**src/rtl/risc_pkg.sv**
```systemverilog
// Shared definitions for the program-counter / branch unit: FSM states,
// condition-code encodings and the default datapath width.
package risc_pkg;

  localparam int PC_WIDTH_DEF = 32;

  typedef enum logic [1:0] {
    ST_IDLE    = 2'd0,
    ST_EVAL    = 2'd1,
    ST_RESOLVE = 2'd2,
    ST_DONE    = 2'd3
  } br_state_e;

  // Condition codes in ir[20:19]; the condition flop evaluates them, not this unit.
  localparam logic [1:0] COND_ZERO = 2'b00;
  localparam logic [1:0] COND_NZ   = 2'b01;
  localparam logic [1:0] COND_PL   = 2'b10;
  localparam logic [1:0] COND_MI   = 2'b11;

endpackage

```
**src/rtl/pc_branch_unit_if.sv**
```systemverilog
// Sequencer/condition-flop side signals of the PC and branch unit.
// Optional branch statistics outputs appear when BRANCH_STATS_EN is defined.
interface pc_branch_unit_if #(
  parameter int PC_WIDTH = 32
);
  logic [PC_WIDTH-1:0] bus;
  logic [31:0]         ir;
  logic                inc_req;
  logic                ld_req;
  logic                br_req;
  logic                con;
  logic                con_in;
  logic [PC_WIDTH-1:0] pc;
  logic                busy;
  logic                br_done;
  logic                br_taken;
`ifdef BRANCH_STATS_EN
  logic [15:0]         taken_cnt;
  logic [15:0]         nottaken_cnt;
`endif

  modport master (
    output bus, ir, inc_req, ld_req, br_req, con,
`ifdef BRANCH_STATS_EN
    input  taken_cnt, nottaken_cnt,
`endif
    input  con_in, pc, busy, br_done, br_taken
  );

  modport slave (
    input  bus, ir, inc_req, ld_req, br_req, con,
`ifdef BRANCH_STATS_EN
    output taken_cnt, nottaken_cnt,
`endif
    output con_in, pc, busy, br_done, br_taken
  );
endinterface

```
**src/rtl/pc_branch_unit_adder.sv**
```systemverilog
// Combinational PC adder: pc + 1 for fetch increment, or pc + sext(disp)
// for branch target computation, chosen by sel_inc.
module pc_target_adder #(
  parameter int PC_WIDTH     = 32,
  parameter int OFFSET_WIDTH = 19
) (
  input  logic [PC_WIDTH-1:0]     base,
  input  logic [OFFSET_WIDTH-1:0] disp,
  input  logic                    sel_inc,
  output logic [PC_WIDTH-1:0]     sum
);
  logic [PC_WIDTH-1:0] addend;

  // NOTE: the addend is fully assigned on every path, so no latch is inferred.
  always_comb begin
    addend = {{(PC_WIDTH-OFFSET_WIDTH){disp[OFFSET_WIDTH-1]}}, disp};
    if (sel_inc) addend = PC_WIDTH'(1);
  end

  // Wraps modulo 2^PC_WIDTH by truncation.
  assign sum = base + addend;
endmodule

```
**src/rtl/pc_branch_unit.sv**
```systemverilog
// Program counter owner and conditional-branch resolver (IDLE/EVAL/RESOLVE/DONE).
// Define BRANCH_STATS_EN to add saturating taken/not-taken counters.
module pc_branch_unit
  import risc_pkg::*;
#(
  parameter int                  PC_WIDTH     = PC_WIDTH_DEF,
  parameter int                  OFFSET_WIDTH = 19,
  parameter logic [PC_WIDTH-1:0] RESET_VECTOR = '0
) (
  input logic             clock,
  input logic             reset_n,
  pc_branch_unit_if.slave bu
);
  br_state_e           state;
  logic [PC_WIDTH-1:0] pc_q;
  logic [PC_WIDTH-1:0] target_q;
  logic [PC_WIDTH-1:0] sum;
  logic                con_in_q;
  logic                busy_q;
  logic                done_q;
  logic                taken_q;
  logic                unused_ir;

  // Only the displacement field matters here; the condition code goes to the flop.
  assign unused_ir = ^bu.ir[31:OFFSET_WIDTH];

  // In IDLE the adder produces pc+1; in EVAL it produces the branch target.
  pc_target_adder #(
    .PC_WIDTH    (PC_WIDTH),
    .OFFSET_WIDTH(OFFSET_WIDTH)
  ) u_adder (
    .base   (pc_q),
    .disp   (bu.ir[OFFSET_WIDTH-1:0]),
    .sel_inc(state == ST_IDLE),
    .sum    (sum)
  );

  // NOTE: sequential state uses non-blocking assignments so every flop samples
  // pre-edge values regardless of statement order.
  always_ff @(posedge clock or negedge reset_n) begin
    if (!reset_n) begin
      state    <= ST_IDLE;
      pc_q     <= RESET_VECTOR;
      target_q <= '0;
      con_in_q <= 1'b0;
      busy_q   <= 1'b0;
      done_q   <= 1'b0;
      taken_q  <= 1'b0;
    end else begin
      case (state)
        ST_IDLE: begin
          // Priority ld > br > inc; losing requests are simply dropped.
          if (bu.ld_req) begin
            pc_q <= bu.bus;
          end else if (bu.br_req) begin
            state    <= ST_EVAL;
            con_in_q <= 1'b1;
            busy_q   <= 1'b1;
          end else if (bu.inc_req) begin
            pc_q <= sum;
          end
        end
        ST_EVAL: begin
          target_q <= sum;
          state    <= ST_RESOLVE;
        end
        ST_RESOLVE: begin
          if (bu.con) pc_q <= target_q;
          taken_q  <= bu.con;
          done_q   <= 1'b1;
          busy_q   <= 1'b0;
          con_in_q <= 1'b0;
          state    <= ST_DONE;
        end
        ST_DONE: begin
          done_q  <= 1'b0;
          taken_q <= 1'b0;
          state   <= ST_IDLE;
        end
        default: state <= ST_IDLE;
      endcase
    end
  end

  assign bu.pc       = pc_q;
  assign bu.con_in   = con_in_q;
  assign bu.busy     = busy_q;
  assign bu.br_done  = done_q;
  assign bu.br_taken = taken_q;

`ifdef BRANCH_STATS_EN
  logic [15:0] taken_cnt_q;
  logic [15:0] nottaken_cnt_q;

  // Counters update at the end of the DONE cycle and hold at 16'hFFFF.
  always_ff @(posedge clock or negedge reset_n) begin
    if (!reset_n) begin
      taken_cnt_q    <= '0;
      nottaken_cnt_q <= '0;
    end else if (state == ST_DONE) begin
      if (taken_q) begin
        if (taken_cnt_q != 16'hFFFF) taken_cnt_q <= taken_cnt_q + 16'd1;
      end else begin
        if (nottaken_cnt_q != 16'hFFFF) nottaken_cnt_q <= nottaken_cnt_q + 16'd1;
      end
    end
  end

  assign bu.taken_cnt    = taken_cnt_q;
  assign bu.nottaken_cnt = nottaken_cnt_q;
`endif
endmodule

```
**src/flat_wrapper.sv**
```systemverilog
// flat-port wrapper written by rule: the top's interface ports become plain ports
module pc_branch_unit_flat import risc_pkg::*;
#(
  parameter int                  PC_WIDTH     = PC_WIDTH_DEF,
  parameter int                  OFFSET_WIDTH = 19,
  parameter logic [PC_WIDTH-1:0] RESET_VECTOR = '0
)
  (clock, reset_n, bu_bus, bu_ir, bu_inc_req, bu_ld_req, bu_br_req, bu_con, bu_con_in, bu_pc, bu_busy, bu_br_done, bu_br_taken);
  pc_branch_unit_if #(.PC_WIDTH(PC_WIDTH)) bu_i ();
  input logic clock;
  input logic reset_n;
  input wire logic [$bits(bu_i.bus)-1:0] bu_bus;
  input wire logic [$bits(bu_i.ir)-1:0] bu_ir;
  input wire logic [$bits(bu_i.inc_req)-1:0] bu_inc_req;
  input wire logic [$bits(bu_i.ld_req)-1:0] bu_ld_req;
  input wire logic [$bits(bu_i.br_req)-1:0] bu_br_req;
  input wire logic [$bits(bu_i.con)-1:0] bu_con;
  output wire logic [$bits(bu_i.con_in)-1:0] bu_con_in;
  output wire logic [$bits(bu_i.pc)-1:0] bu_pc;
  output wire logic [$bits(bu_i.busy)-1:0] bu_busy;
  output wire logic [$bits(bu_i.br_done)-1:0] bu_br_done;
  output wire logic [$bits(bu_i.br_taken)-1:0] bu_br_taken;
  assign bu_i.bus = bu_bus;
  assign bu_i.ir = bu_ir;
  assign bu_i.inc_req = bu_inc_req;
  assign bu_i.ld_req = bu_ld_req;
  assign bu_i.br_req = bu_br_req;
  assign bu_i.con = bu_con;
  assign bu_con_in = bu_i.con_in;
  assign bu_pc = bu_i.pc;
  assign bu_busy = bu_i.busy;
  assign bu_br_done = bu_i.br_done;
  assign bu_br_taken = bu_i.br_taken;
  pc_branch_unit #(.PC_WIDTH(PC_WIDTH), .OFFSET_WIDTH(OFFSET_WIDTH), .RESET_VECTOR(RESET_VECTOR)) u_core (.clock(clock), .reset_n(reset_n), .bu(bu_i));
endmodule
```
**config.mk**
```make
export PLATFORM = sky130hd
export DESIGN_NAME = pc_branch_unit_flat
export DESIGN_NICKNAME = d
export VERILOG_FILES = /design/src/rtl/risc_pkg.sv /design/src/rtl/pc_branch_unit_if.sv /design/src/rtl/pc_branch_unit_adder.sv /design/src/rtl/pc_branch_unit.sv /design/src/flat_wrapper.sv
export SDC_FILE = /design/constraint.sdc
export NUM_CORES = 1
export LEC_CHECK = 0
export CAP_MARGIN = 20
export CORE_MARGIN = 3
export CORE_UTILIZATION = 53
export DETAILED_ROUTE_END_ITERATION = 8
export PLACE_DENSITY = 0.82
export SLEW_MARGIN = 20
export SYNTH_ARGS = -nofsm -noshare
export SYNTH_HDL_FRONTEND = slang
export SYNTH_SLANG_ARGS = --single-unit
```
**constraint.sdc**
```tcl
create_clock -name clock -period 4.75 [get_ports clock]
set_clock_uncertainty 0.1 [all_clocks]
set_input_delay 0.95 -clock clock [delete_from_list [all_inputs] [get_ports clock]]
set_output_delay 0.95 -clock clock [all_outputs]
set_load 0.01 [all_outputs]
```
==> metrics <==
Synth Flop Type=dfrtp_1; gr usage total=27.3%; Core Rows=35; multi-input combinational cell area=0.00331 sq mm; Initial Utilization=55.9%; CTS Buf Count=9; Via density=6.11; Design Area, Final=0.00649 sq mm; DP Area=0.00628 sq mm; Clock Root Buffer=clkbuf_8; height of the chip=106 um; Area Overhead vs Synth=22.8%; Die Wd=106 um; Post-CTS Setup Bufs=0; leakage=2.74 nW; fin crit share=85.1%; min-delay src=u_core.target_q[16]$_DFFE_PN0N_; post-route ant nets=0; Fmax=247 MHz; Post-synth top cells=dfrtp_1 (69), nand2_1 (62), o21ai_0 (58), a21oi_1 (46), nor2_1 (41); crit end category=register; post-layout net count=795; WP data required=4.83 ns; Final setup violation count=0; I/O Pins=106; number of gates resized after cts=0; syn avg cell area=8.40 sq um; WL/cell=18.1 um; drc violations=0; # diodes=0; reg2reg setup slack=0.71 ns; DRT Pass-1 Iters=5; vias post-DR=5,106; most numerous cell in the Yosys netlist=dfrtp_1; pins over their slew limit=0; mapped cell area=0.00529 sq mm; synth unique cells=69; Clock Latency Late Sink=0.35 ns; Syn Nets=722; core area=0.00946 sq mm; first-pass GRT wire length=24.9 mm; Cells after Synth=629; fill count=782; clock period minus worst slack=4.04 ns; kind of critical path=register to register; Reg clk slew, reported paths=0.08 ns; RSZ-0062 raised after global routing=no; Critical Path AT=4.13 ns; worst reg-to-reg path cell count=13; GRT overflow=0; worst-margin pin slew=0.936 ns; hold endpoint=u_core.target_q[16]$_DFFE_PN0N_; reg2reg end=u_core.bu.pc[29]$_DFFE_PN0P_; RePlAce Congestion=0.942; Fin. Hold Viols=0; Iteration-0 DRC Markers=365; PwrDens=754 mW/mm^2; worst-path fanout max=16; # port buffers=92; FF-to-FF Start=u_core.state[0]$_DFFE_PN0P_; max-cap viol count=0; Yosys top cell area share=32.7%; Die Footprint=0.0112 sq mm; Slew HR=37.6%; Hold Slack=0.409 ns; worst ir drop on vdd=593 uV; synthesized flop and latch total=69; CTS Hold Buffers Added=0; pin count of the biggest net entering global routing=40; area occupied by registers=0.00173 sq mm; clk sinks=69; Async SR Flop Fraction=100%; area leader, netlist=dfrtp_1; Clock Tree Buf Depth=2; number of cells on the worst hold path=1; Hold/Removal Path Class=register to register; YS warnings=0; sequential area share after synthesis=32.7%; drt total wl=15.1 mm; H-tree depth=3; Fin Setup TNS=0 ns; initial antenna violation count=0; largest cells by area after synthesis=dfrtp_1 (33%), o21ai_0 (5.5%), ha_1 (5.2%); crit path launch type=register; HPWL after DPL=10.9 mm; status=complete, no violations; CTS tree=done; share of layout cells above drive strength 1=9.05%; Post-synth EDFFs=0; vias in the first global route=5,086
[worst max-delay path by stage]
stage,from,cells after the start,endpoint
5_1_grt,u_core.state[0]$_DFFE_PN0P_,13,u_core.bu.pc[29]$_DFFE_PN0P_
3_5_place_dp,bu_ir[0],13,u_core.target_q[28]$_DFFE_PN0N_
6_report,u_core.state[0]$_DFFE_PN0P_,13,u_core.bu.pc[29]$_DFFE_PN0P_
3_3_place_gp,bu_ir[0],13,u_core.target_q[28]$_DFFE_PN0N_
2_1_floorplan,u_core.state[0]$_DFFE_PN0P_,16,u_core.target_q[28]$_DFFE_PN0N_
4_1_cts,u_core.state[0]$_DFFE_PN0P_,13,u_core.bu.pc[29]$_DFFE_PN0P_
[cells by family (layout without fill, tap and decap cells)]
group	count (synthesis)	count (layout)	share of synthesized area [%]
AND/OR/NAND/NOR	210	210	20.1
AO/OA/AOI/OAI	191	191	22.8
flip-flops	69	69	32.7
buffers and inverters	61	139	4.64
multiplexers	43	43	8.78
XOR/XNOR	31	31	5.14
adder cells (fa/ha/maj)	24	24	5.78
[area by class of cell]
type                       count  share of cell area, %
multi-input combinational    499                   51.0
sequential                    69                   26.6
timing repair buffer         105                   15.6
tap                          129                   2.49
clock buffer                  11                   2.33
inverter                      18                   1.04
clock inverter                 5                  0.906
[cell usage in the layout (no fill, tap or decap), types with 3 or more instances in the layout]
| cell | instances |
|---|---|
| and3_1 | 11 |
| or4_1 | 4 |
| xor2_1 | 11 |
| clkbuf_8 | 11 |
| or2_2 | 3 |
| and2_1 | 7 |
| o22a_1 | 3 |
| o31ai_1 | 3 |
| o21ai_0 | 58 |
| dfrtp_1 | 69 |
| a21o_1 | 8 |
| o21a_1 | 5 |
| nand4_1 | 4 |
| o22ai_1 | 5 |
| nor2_1 | 41 |
| a211oi_1 | 10 |
| nand3_1 | 13 |
| a21oi_1 | 46 |
| inv_1 | 17 |
| or3_1 | 5 |
| a31oi_1 | 6 |
| a21boi_0 | 3 |
| o21bai_1 | 3 |
| nor2b_1 | 22 |
| o211ai_1 | 12 |
| and4_1 | 3 |
| buf_4 | 13 |
| nand2b_1 | 12 |
| clkdlybuf4s50_1 | 91 |
| mux2_2 | 23 |
| nor3_1 | 11 |
| ha_1 | 22 |
| nor4_1 | 3 |
| xnor2_1 | 20 |
| nand2_1 | 62 |
| mux2i_1 | 19 |
[worst max-delay path, stage by stage (launching register included)]
cell      delay [ns]
dfrtp_1         0.42
inv_1           0.09
ha_1            0.39
buf_4           0.31
nor2b_1         0.08
ha_1            0.34
a21oi_1         0.29
o211a_1         0.29
o21ai_0         0.18
a21o_1          0.27
and4_1          0.20
a311oi_1        0.58
mux2i_1         0.26
a211oi_1        0.07
[state kept, by name, indices dropped and copies added (netlist names)]
signal and cells:
u_core.bu.pc 32, u_core.target_q 32, u_core.state 2, u_core.bu.br_done 1, u_core.bu.br_taken 1, u_core.bu.con_in 1
[power by group]
part           leakage, nW  internal [W]  switching (W)  total (W)
Combinational         1.81       0.00141        0.00173    0.00314
Sequential           0.822      0.000901       0.000338    0.00124
Clock                0.102      0.000271       0.000242   0.000513
Total                 2.74       0.00258        0.00231    0.00489
[routing by layer]
layer	share of wire [%]	global-route usage (%)
met5	0	0
met1	45	36.4
met3	5.4	3.37
met2	48	46.0
met4	1.5	9.34
[through the flow]
stage	power (W)	instances	worst slack [ns]	util (%)
2_1_floorplan	0.00336	629	1.11	-
3_3_place_gp	0.00420	820	0.512	66.4
3_5_place_dp	0.00434	820	0.453	66.4
4_1_cts	0.00487	836	0.802	68.6
5_1_grt	0.00529	836	0.474	68.6
6_report	0.00489	836	0.706	68.6
(Power assumes the default switching activity.)
